File: config.mk
export PLATFORM = sky130hd
export DESIGN_NAME = tcam_lookup_engine
export DESIGN_NICKNAME = d
export VERILOG_FILES = /design/src/rtl/cam_pkg.sv /design/src/rtl/cam_prio_enc.sv /design/src/rtl/tcam_lookup_engine.sv
export SDC_FILE = /design/constraint.sdc
export NUM_CORES = 1
export LEC_CHECK = 0
export ABC_AREA = 1
export CORE_MARGIN = 3
export CORE_UTILIZATION = 55
export CTS_CLUSTER_DIAMETER = 60
export DETAILED_ROUTE_END_ITERATION = 8
export PLACE_DENSITY = 0.87
export SKIP_LAST_GASP = 1
export SYNTH_ARGS = -nofsm -noshare
export SYNTH_HDL_FRONTEND = slang
export SYNTH_SLANG_ARGS = --single-unit
export TNS_END_PERCENT = 10
File: constraint.sdc
create_clock -name CLK -period 3.4 [get_ports CLK]
set_input_delay 0.68 -clock CLK [delete_from_list [all_inputs] [get_ports CLK]]
set_output_delay 0.68 -clock CLK [all_outputs]
set_load 0.02 [all_outputs]
File: src/rtl/cam_pkg.sv
// Shared CAM definitions: write/clear FSM encoding and an index-width helper.
package cam_pkg;

  localparam logic [0:0] ST_IDLE  = 1'b0;
  localparam logic [0:0] ST_CLEAR = 1'b1;

  // Never returns less than 1 so a single-entry vector still gets a usable index port.
  function automatic int cam_clog2(input int value);
    int r;
    r = 0;
    for (int v = value - 1; v > 0; v = v >> 1) r++;
    return (r < 1) ? 1 : r;
  endfunction

endpackage

File: src/rtl/cam_prio_enc.sv
// Combinational priority encoder: reports any-set, lowest set index and more-than-one-set.
module cam_prio_enc
  import cam_pkg::*;
#(
  parameter int WIDTH = 16,
  parameter int IDX_W = cam_clog2(WIDTH)
) (
  input  logic [WIDTH-1:0] vec,
  output logic             found,
  output logic [IDX_W-1:0] idx,
  output logic             multiple
);

  always_comb begin
    idx = '0;
    for (int i = WIDTH - 1; i >= 0; i--) begin
      if (vec[i]) idx = IDX_W'(i);
    end
  end

  assign found = |vec;
  // Clearing the lowest set bit leaves something only if two or more bits were set.
  assign multiple = |(vec & (vec - WIDTH'(1)));

endmodule

File: src/rtl/tcam_lookup_engine.sv
// Ternary/binary CAM for the output-port lookup path: write/invalidate/clear-all side plus a
// fixed two-stage lookup pipeline (hit vector, then priority encode) accepting one key per cycle.
module tcam_lookup_engine
  import cam_pkg::*;
#(
  parameter int C_ADDR_WIDTH = 4,
  parameter int C_DATA_WIDTH = 16,
  parameter int C_TERNARY    = 1
) (
  input  logic                    CLK,
  input  logic                    RESET,
  input  logic                    WE,
  input  logic [C_ADDR_WIDTH-1:0] WR_ADDR,
  input  logic [C_DATA_WIDTH-1:0] DIN,
  input  logic [C_DATA_WIDTH-1:0] DATA_MASK,
  input  logic                    WR_VALID,
  input  logic                    CLR,
  output logic                    BUSY,
  input  logic                    CMP_REQ,
  input  logic [C_DATA_WIDTH-1:0] CMP_DIN,
  output logic                    MATCH_VLD,
  output logic                    MATCH,
  output logic [C_ADDR_WIDTH-1:0] MATCH_ADDR,
  output logic                    MULTIPLE_MATCH
);

  localparam int DEPTH = 1 << C_ADDR_WIDTH;

  logic [C_DATA_WIDTH-1:0] key_mem  [DEPTH];
  logic [C_DATA_WIDTH-1:0] mask_mem [DEPTH];
  logic [DEPTH-1:0]        valid;
  logic [0:0]              state;
  logic [C_ADDR_WIDTH-1:0] clr_cnt;
  logic                    wr_ok;
  logic [DEPTH-1:0]        hit_vec;
  logic                    s1_vld;
  logic [DEPTH-1:0]        s1_hit;
  logic                    enc_found;
  logic [C_ADDR_WIDTH-1:0] enc_idx;
  logic                    enc_multi;

  assign BUSY  = (state == ST_CLEAR);
  // A clear request in the same cycle takes priority and the write is lost.
  assign wr_ok = WE && !CLR && (state == ST_IDLE);

  // Key/mask storage carries no reset; the valid bits alone decide whether an entry exists.
  always_ff @(posedge CLK) begin
    if (wr_ok && WR_VALID) begin
      key_mem[WR_ADDR]  <= DIN;
      mask_mem[WR_ADDR] <= (C_TERNARY != 0) ? DATA_MASK : '0;
    end
  end

  always_ff @(posedge CLK or posedge RESET) begin
    if (RESET) begin
      valid   <= '0;
      state   <= ST_IDLE;
      clr_cnt <= '0;
    end else begin
      case (state)
        ST_IDLE: begin
          if (CLR) begin
            state <= ST_CLEAR;
          end else if (WE) begin
            valid[WR_ADDR] <= WR_VALID;
          end
        end
        ST_CLEAR: begin
          valid[clr_cnt] <= 1'b0;
          if (&clr_cnt) begin
            clr_cnt <= '0;
            state   <= ST_IDLE;
          end else begin
            clr_cnt <= clr_cnt + 1'b1;
          end
        end
        default: state <= ST_IDLE;
      endcase
    end
  end

  // Compared against the table as it stands before this edge's write or clear step.
  always_comb begin
    hit_vec = '0;
    for (int i = 0; i < DEPTH; i++) begin
      hit_vec[i] = valid[i] && (((CMP_DIN ^ key_mem[i]) & ~mask_mem[i]) == '0);
    end
  end

  cam_prio_enc #(
    .WIDTH (DEPTH),
    .IDX_W (C_ADDR_WIDTH)
  ) u_prio_enc (
    .vec      (s1_hit),
    .found    (enc_found),
    .idx      (enc_idx),
    .multiple (enc_multi)
  );

  always_ff @(posedge CLK or posedge RESET) begin
    if (RESET) begin
      s1_vld         <= 1'b0;
      s1_hit         <= '0;
      MATCH_VLD      <= 1'b0;
      MATCH          <= 1'b0;
      MATCH_ADDR     <= '0;
      MULTIPLE_MATCH <= 1'b0;
    end else begin
      s1_vld    <= CMP_REQ;
      MATCH_VLD <= s1_vld;
      if (CMP_REQ) s1_hit <= hit_vec;
      // Result registers only move on a real result so idle cycles hold the last answer.
      if (s1_vld) begin
        MATCH          <= enc_found;
        MATCH_ADDR     <= enc_idx;
        MULTIPLE_MATCH <= enc_multi;
      end
    end
  end

endmodule

# [Yosys cells after proc, flatten, opt, wreduce, memory -nomap -nowiden]
# Memories as Yosys holds them, arrays and structs flattened.
# Index checks and enable logic that the tools add are counted.
[classes] n_addsub=2 n_mul=0 div_mod_pow=0 order_cmp=4 n_eq_ne=2 shifts=0 mux=30 bitwise=52 reduce_logical=42
[op_table] cell="$and A16 B16 Y16" n=18
[op_table] cell="$not A16 Y16" n=17
[op_table] cell="$logic_not A16 Y1" n=16
[op_table] cell="$xor A16 B16 Y16" n=16
[op_table] cell="$mux W4" n=17
[op_table] cell="$mux W16" n=2
[op_table] cell="$pmux W16 S2" n=1
[op_table] cell="$reduce_or A16 Y1" n=2
[op_table] cell="$logic_and A1 B1 Y1" n=21
[op_table] cell="$bwmux W16" n=1
[op_table] cell="$sub A16 B1 Y16 const B" n=1
[op_table] cell="$lt A4 B5 Y1 const B" n=2
[op_table] cell="$demux W1 S4" n=2
[op_table] cell="$ge A4 B1 Y1 const B" n=2
[op_table] cell="$mux W1" n=6
[op_table] cell="$add A4 B1 Y4 const B" n=1
[op_table] cell="$ne A2 B2 Y1 const B" n=2
[op_table] cell="$reduce_and A4 Y1" n=1
[op_table] cell="$pmux W1 S2" n=1
[op_table] cell="$reduce_and A2 Y1" n=1
[op_table] cell="$logic_not A1 Y1" n=1
[op_table] cell="$not A1 Y1" n=1
[totals] register_bits=45 latch_bits=0 ramBits=512 rom_bits=0 inputBits=58 memories=2
[mem_list] memory="key_mem" depth=16 word_bits=16 rd=16 rd_clocked_by_memory_dff=0 wr=1 line_no="tcam_lookup_engine.sv:29" rtl="logic [C_DATA_WIDTH-1:0] key_mem [DEPTH];"
[mem_list] memory="mask_mem" depth=16 word_bits=16 rd=16 rd_clocked_by_memory_dff=0 wr=1 line_no="tcam_lookup_engine.sv:30" rtl="logic [C_DATA_WIDTH-1:0] mask_mem [DEPTH];"

# [Longest topological paths before layout]
[logic_depth] ltp_word=16 depth_mapped=15 depth_no_buf=15

# [Cells and area by module]
# From an unflattened synthesis, not the netlist that was laid out.
[unflattened] cells_unflattened=2148 area_unflattened_um2=23553.8
[by_module_without_submodules] module="tcam_lookup_engine" instances=1 cells_per_inst=2069 area_per_inst_um2=23145.9 seq_area_each_um2=16500.8
[by_module_without_submodules] module="cam_prio_enc" instances=1 cells_per_inst=79 area_per_inst_um2=407.9 seq_area_each_um2=0.0

# [Worst setup path before layout]
# No wires, ideal clock.
[synth_timing] path_type="input port to flip-flop" start="input CLR" end="memory key_mem[1][0] (enable)" setup_time_ps=461 t_arrival_ps=3325 required_time_ps=2939 setup_slack_ps=-386 cell_stages=4 cell_sequence="inv_1 nand3_1 clkbuf_1 nor3_1"
[synth_between] elab_chain_len=6
[synth_lines] item="start, declared" line_no="tcam_lookup_engine.sv:17" rtl="input logic CLR,"
[synth_lines] item="$logic_not A1 Y1" line_no="tcam_lookup_engine.sv:44" rtl="assign wr_ok = WE && !CLR && (state == ST_IDLE);"
[synth_lines] item="$logic_and A1 B1 Y1 (2 in a row)" line_no="tcam_lookup_engine.sv:44"
[synth_lines] item="$logic_and A1 B1 Y1" line_no="tcam_lookup_engine.sv:48" rtl="if (wr_ok && WR_VALID) begin"
[synth_lines] item="$mux W1" line_no="tcam_lookup_engine.sv:48"
[synth_lines] item="$mux W1 (not written as such)" line_no="tcam_lookup_engine.sv:49" rtl="key_mem[WR_ADDR] <= DIN;"
[synth_lines] item="end, declared" line_no="tcam_lookup_engine.sv:29"
# Every way passes these cells.

==> results.yml <==
die:
  die_height_um: 205
  io_pins: 66
  fp-row-count: 72
  dieArea_mm2: 0.0420
  fp.dieW_um: 205
  core_area_mm2: 0.0389
  start_util: 0.560
sta:
  holdWs_ns: 0.494
  fin_skew_ns: 0.0192
  rsz0062_at_grt: "false"
  drv_slew: 0
  layout_setup_ws_ns: 0.862
  hold_viol: 0
  fmax_mhz: 394
  final-setup-viol-count: 0
  min_period_ns: 2.54
  max_slew_margin: 0.310
  period_share: 0.747
  tightest_slew_ns: 1.03
synth:
  synth_top_family_by_area: "simple AND/OR/NAND/NOR gates"
  yosys_warnings: 0
  synthMuxAreaShare: 0
  synthArstFlopShare: 0.0808
  synth-compound-area-share: 0.0738
  synth_top_area_frac: 0.706
  synth_fa_ha_area_frac: 0.00276
  synth_xor_area_frac: 0.0587
  synth.top_cells.by_area: "edfxtp_1, xnor2_1, dfrtp_1"
  synth_area_leader_cell: "edfxtp_1"
  syn_area_mm2: 0.0218
  synthCells: 1537
  ys_types: 35
  synth_edf_count: 512
  synthSimpleGateAreaFrac: 0.0770
  yosysSeqAreaShare: 0.758
  syn_area_per_cell_um2: 14.2
  syn_nets: 1599
  synth-main-ff-cell: "edfxtp_1"
  ys_ff_latch: 557
grt:
  grt-ovfl-total: 0
  grt_pass1_wl_um: 75900
  grt_start_max_net_pins: 46
  grt_antenna_before_repair: 0
  grt_util_all_layers: 0.241
  grt_pass1_vias: 13200
route:
  via_count: 13100
  first_iter_violations: 1310
  ant_nets: 0
  first_pass_iters: 6
  wl_per_cell_um: 22.8
  vias_per_cell: 5.91
  wl_um: 50400
  drc: 0
finish:
  layout_common_cells: "edfxtp_1, nand2_1, nor2_1"
  regArea_mm2: 0.0165
  fill_cells: 2593
  final_cell_count_no_fill: 2209
  final_nets: 1714
  area_growth_syn_to_layout_pct: 14.7
  layout-drive-gt1-share: 0.0857
  final_common_cell: "edfxtp_1"
  multiInputGateArea_mm2: 0.00473
  antenna-diode-count: 0
critical_path:
  r2r_setup_slack_ns: 1.11
  timing.reg2reg.worst_path_depth: 8
  crit_buf_inv: 1
  cp_slowest_cell: "clkdlybuf4s50_1"
  crit_type: "primary input to flop"
  required_ns: 3.91
  critPathMaxFanout: 18
  max_stage_delay_ns: 1.00
  crit_family: "simple AND/OR/NAND/NOR gates"
  arrival_ns: 3.05
  worstSetupStartpointType: "primary input"
  critPathCaptureType: "flop"
  crit_chain: "clkdlybuf4s50_1 -> nand3_1 -> nor4_1 -> nand2_1 -> o21ai_1"
  r2r_end: "key_mem[4][4]"
  r2r-start: "BUSY"
worst_hold_path:
  hold_end: "MATCH_ADDR[3]"
  min_from: "MATCH_ADDR[3]"
  hold_depth: 2
  hold_class: "flop to flop"
run_status:
  status: "completed"
placement:
  dp_slack_ns: 0.389
  numPortBuffers: 65
  gp_congestion: 0.971
  dpl.hpwl_um: 30500
  place_inst: 2114
clock_network:
  clk_path_buf_depth: 3
  cts_buffers: 54
  htree_levels: 2
  clk_pin_slew_ns: 0.06
  insertion_delay_ns: 0.58
  clock_sinks: 557
  cts_tree: "yes"
  cts_setup_buffers: 0
  root_buffer: "clkbuf_16"
  ctsHoldBuffers: 0
  ctsResizeCount: 0
power_and_ir_drop:
  p_per_area_mw_per_mm2: 581
  peakVddDrop_mv: 0.449
  leakagePower_nw: 8.43
flow_run:
  drv_cap: 0
==> worst min-delay path: cells and delay by family, from the launching register on <==
family,cells,cell delay [ns]
simple gates,1,0.06
compound gates,1,0.06
flops,1,0.34
==> per-layer routing <==
| metal | global-route usage | vias up | wire length (um) |
|---|---|---|---|
| li1 | - | 5788 | - |
| met1 | 0.301 | 6378 | 18200 |
| met2 | 0.406 | 723 | 25100 |
| met3 | 0.0475 | 170 | 4630 |
| met4 | 0.120 | 0 | 2430 |
| met5 | 0 | - | 0 |
==> cells in the mapped netlist, types with 3 or more instances <==
| library cell | instances |
|---|---|
| inv_2 | 3 |
| nand3_1 | 21 |
| nand2_1 | 174 |
| buf_2 | 28 |
| nor4_1 | 16 |
| o22ai_1 | 76 |
| xnor2_1 | 144 |
| dfrtp_1 | 45 |
| clkbuf_1 | 8 |
| a21oi_1 | 69 |
| nor3_1 | 25 |
| o21ai_0 | 62 |
| edfxtp_1 | 512 |
| nor2_1 | 163 |
| inv_1 | 95 |
| buf_6 | 7 |
| buf_4 | 4 |
| ha_1 | 4 |
| o2111ai_1 | 32 |
| o21ai_1 | 28 |
==> cells by family after synthesis <==
family                   Yosys count
AO/OA/AOI/OAI                    274
XOR/XNOR                         146
adder cells (fa/ha/maj)            5
buffers and inverters            147
flip-flops                       557
AND/OR/NAND/NOR                  408
==> area by class of cell <==
cell class,count,area share
flip-flops and latches,557,0.661
multi-input cells,833,0.189
clock buffers,69,0.0618
repair buffers,106,0.0389
well taps,518,0.0260
inverters,100,0.0150
clock inverters,26,0.00822
==> registers in the layout, indices dropped and copies added (netlist names) <==
name and count:
MATCH_ADDR 4, MATCH_VLD 1, mask_mem 256, key_mem 256, s1_vld 1, MULTIPLE_MATCH 1
BUSY 1, valid 16, clr_cnt 4, MATCH 1, s1_hit 16
==> how the worst max path moves through the flow <==
stage	start	slack (ns)	to	cells past startpoint
2_1_floorplan	CLR	-0.39	key_mem[1][0]	4
3_3_place_gp	CMP_REQ	0.41	s1_hit[3]	5
3_5_place_dp	CMP_REQ	0.39	s1_hit[3]	5
4_1_cts	BUSY	0.92	BUSY	1
5_1_grt	BUSY	0.86	BUSY	1
6_report	CMP_REQ	0.86	s1_hit[2]	5
==> report_power, final <==
part / internal (W) / switching [W] / total (W) / leakage, nW
clock network: 0.00341 / 0.00244 / 0.00585 / 0.864
logic: 0.000330 / 0.000655 / 0.000985 / 2.36
registers: 0.00759 / 0.0000919 / 0.00768 / 5.21
==> metrics by stage <==
stage               area, um^2  setup TNS, ns  total power [W]   util
floorplan                21800         -61.72          0.00836      -
global placement         23200              0          0.00873  0.597
detailed placement       23200              0          0.00877  0.597
CTS                      25000              0           0.0145  0.642
global route             25000              0           0.0149  0.642
finish                   25000              0           0.0145  0.642
Power figures use the tool's default switching activity.
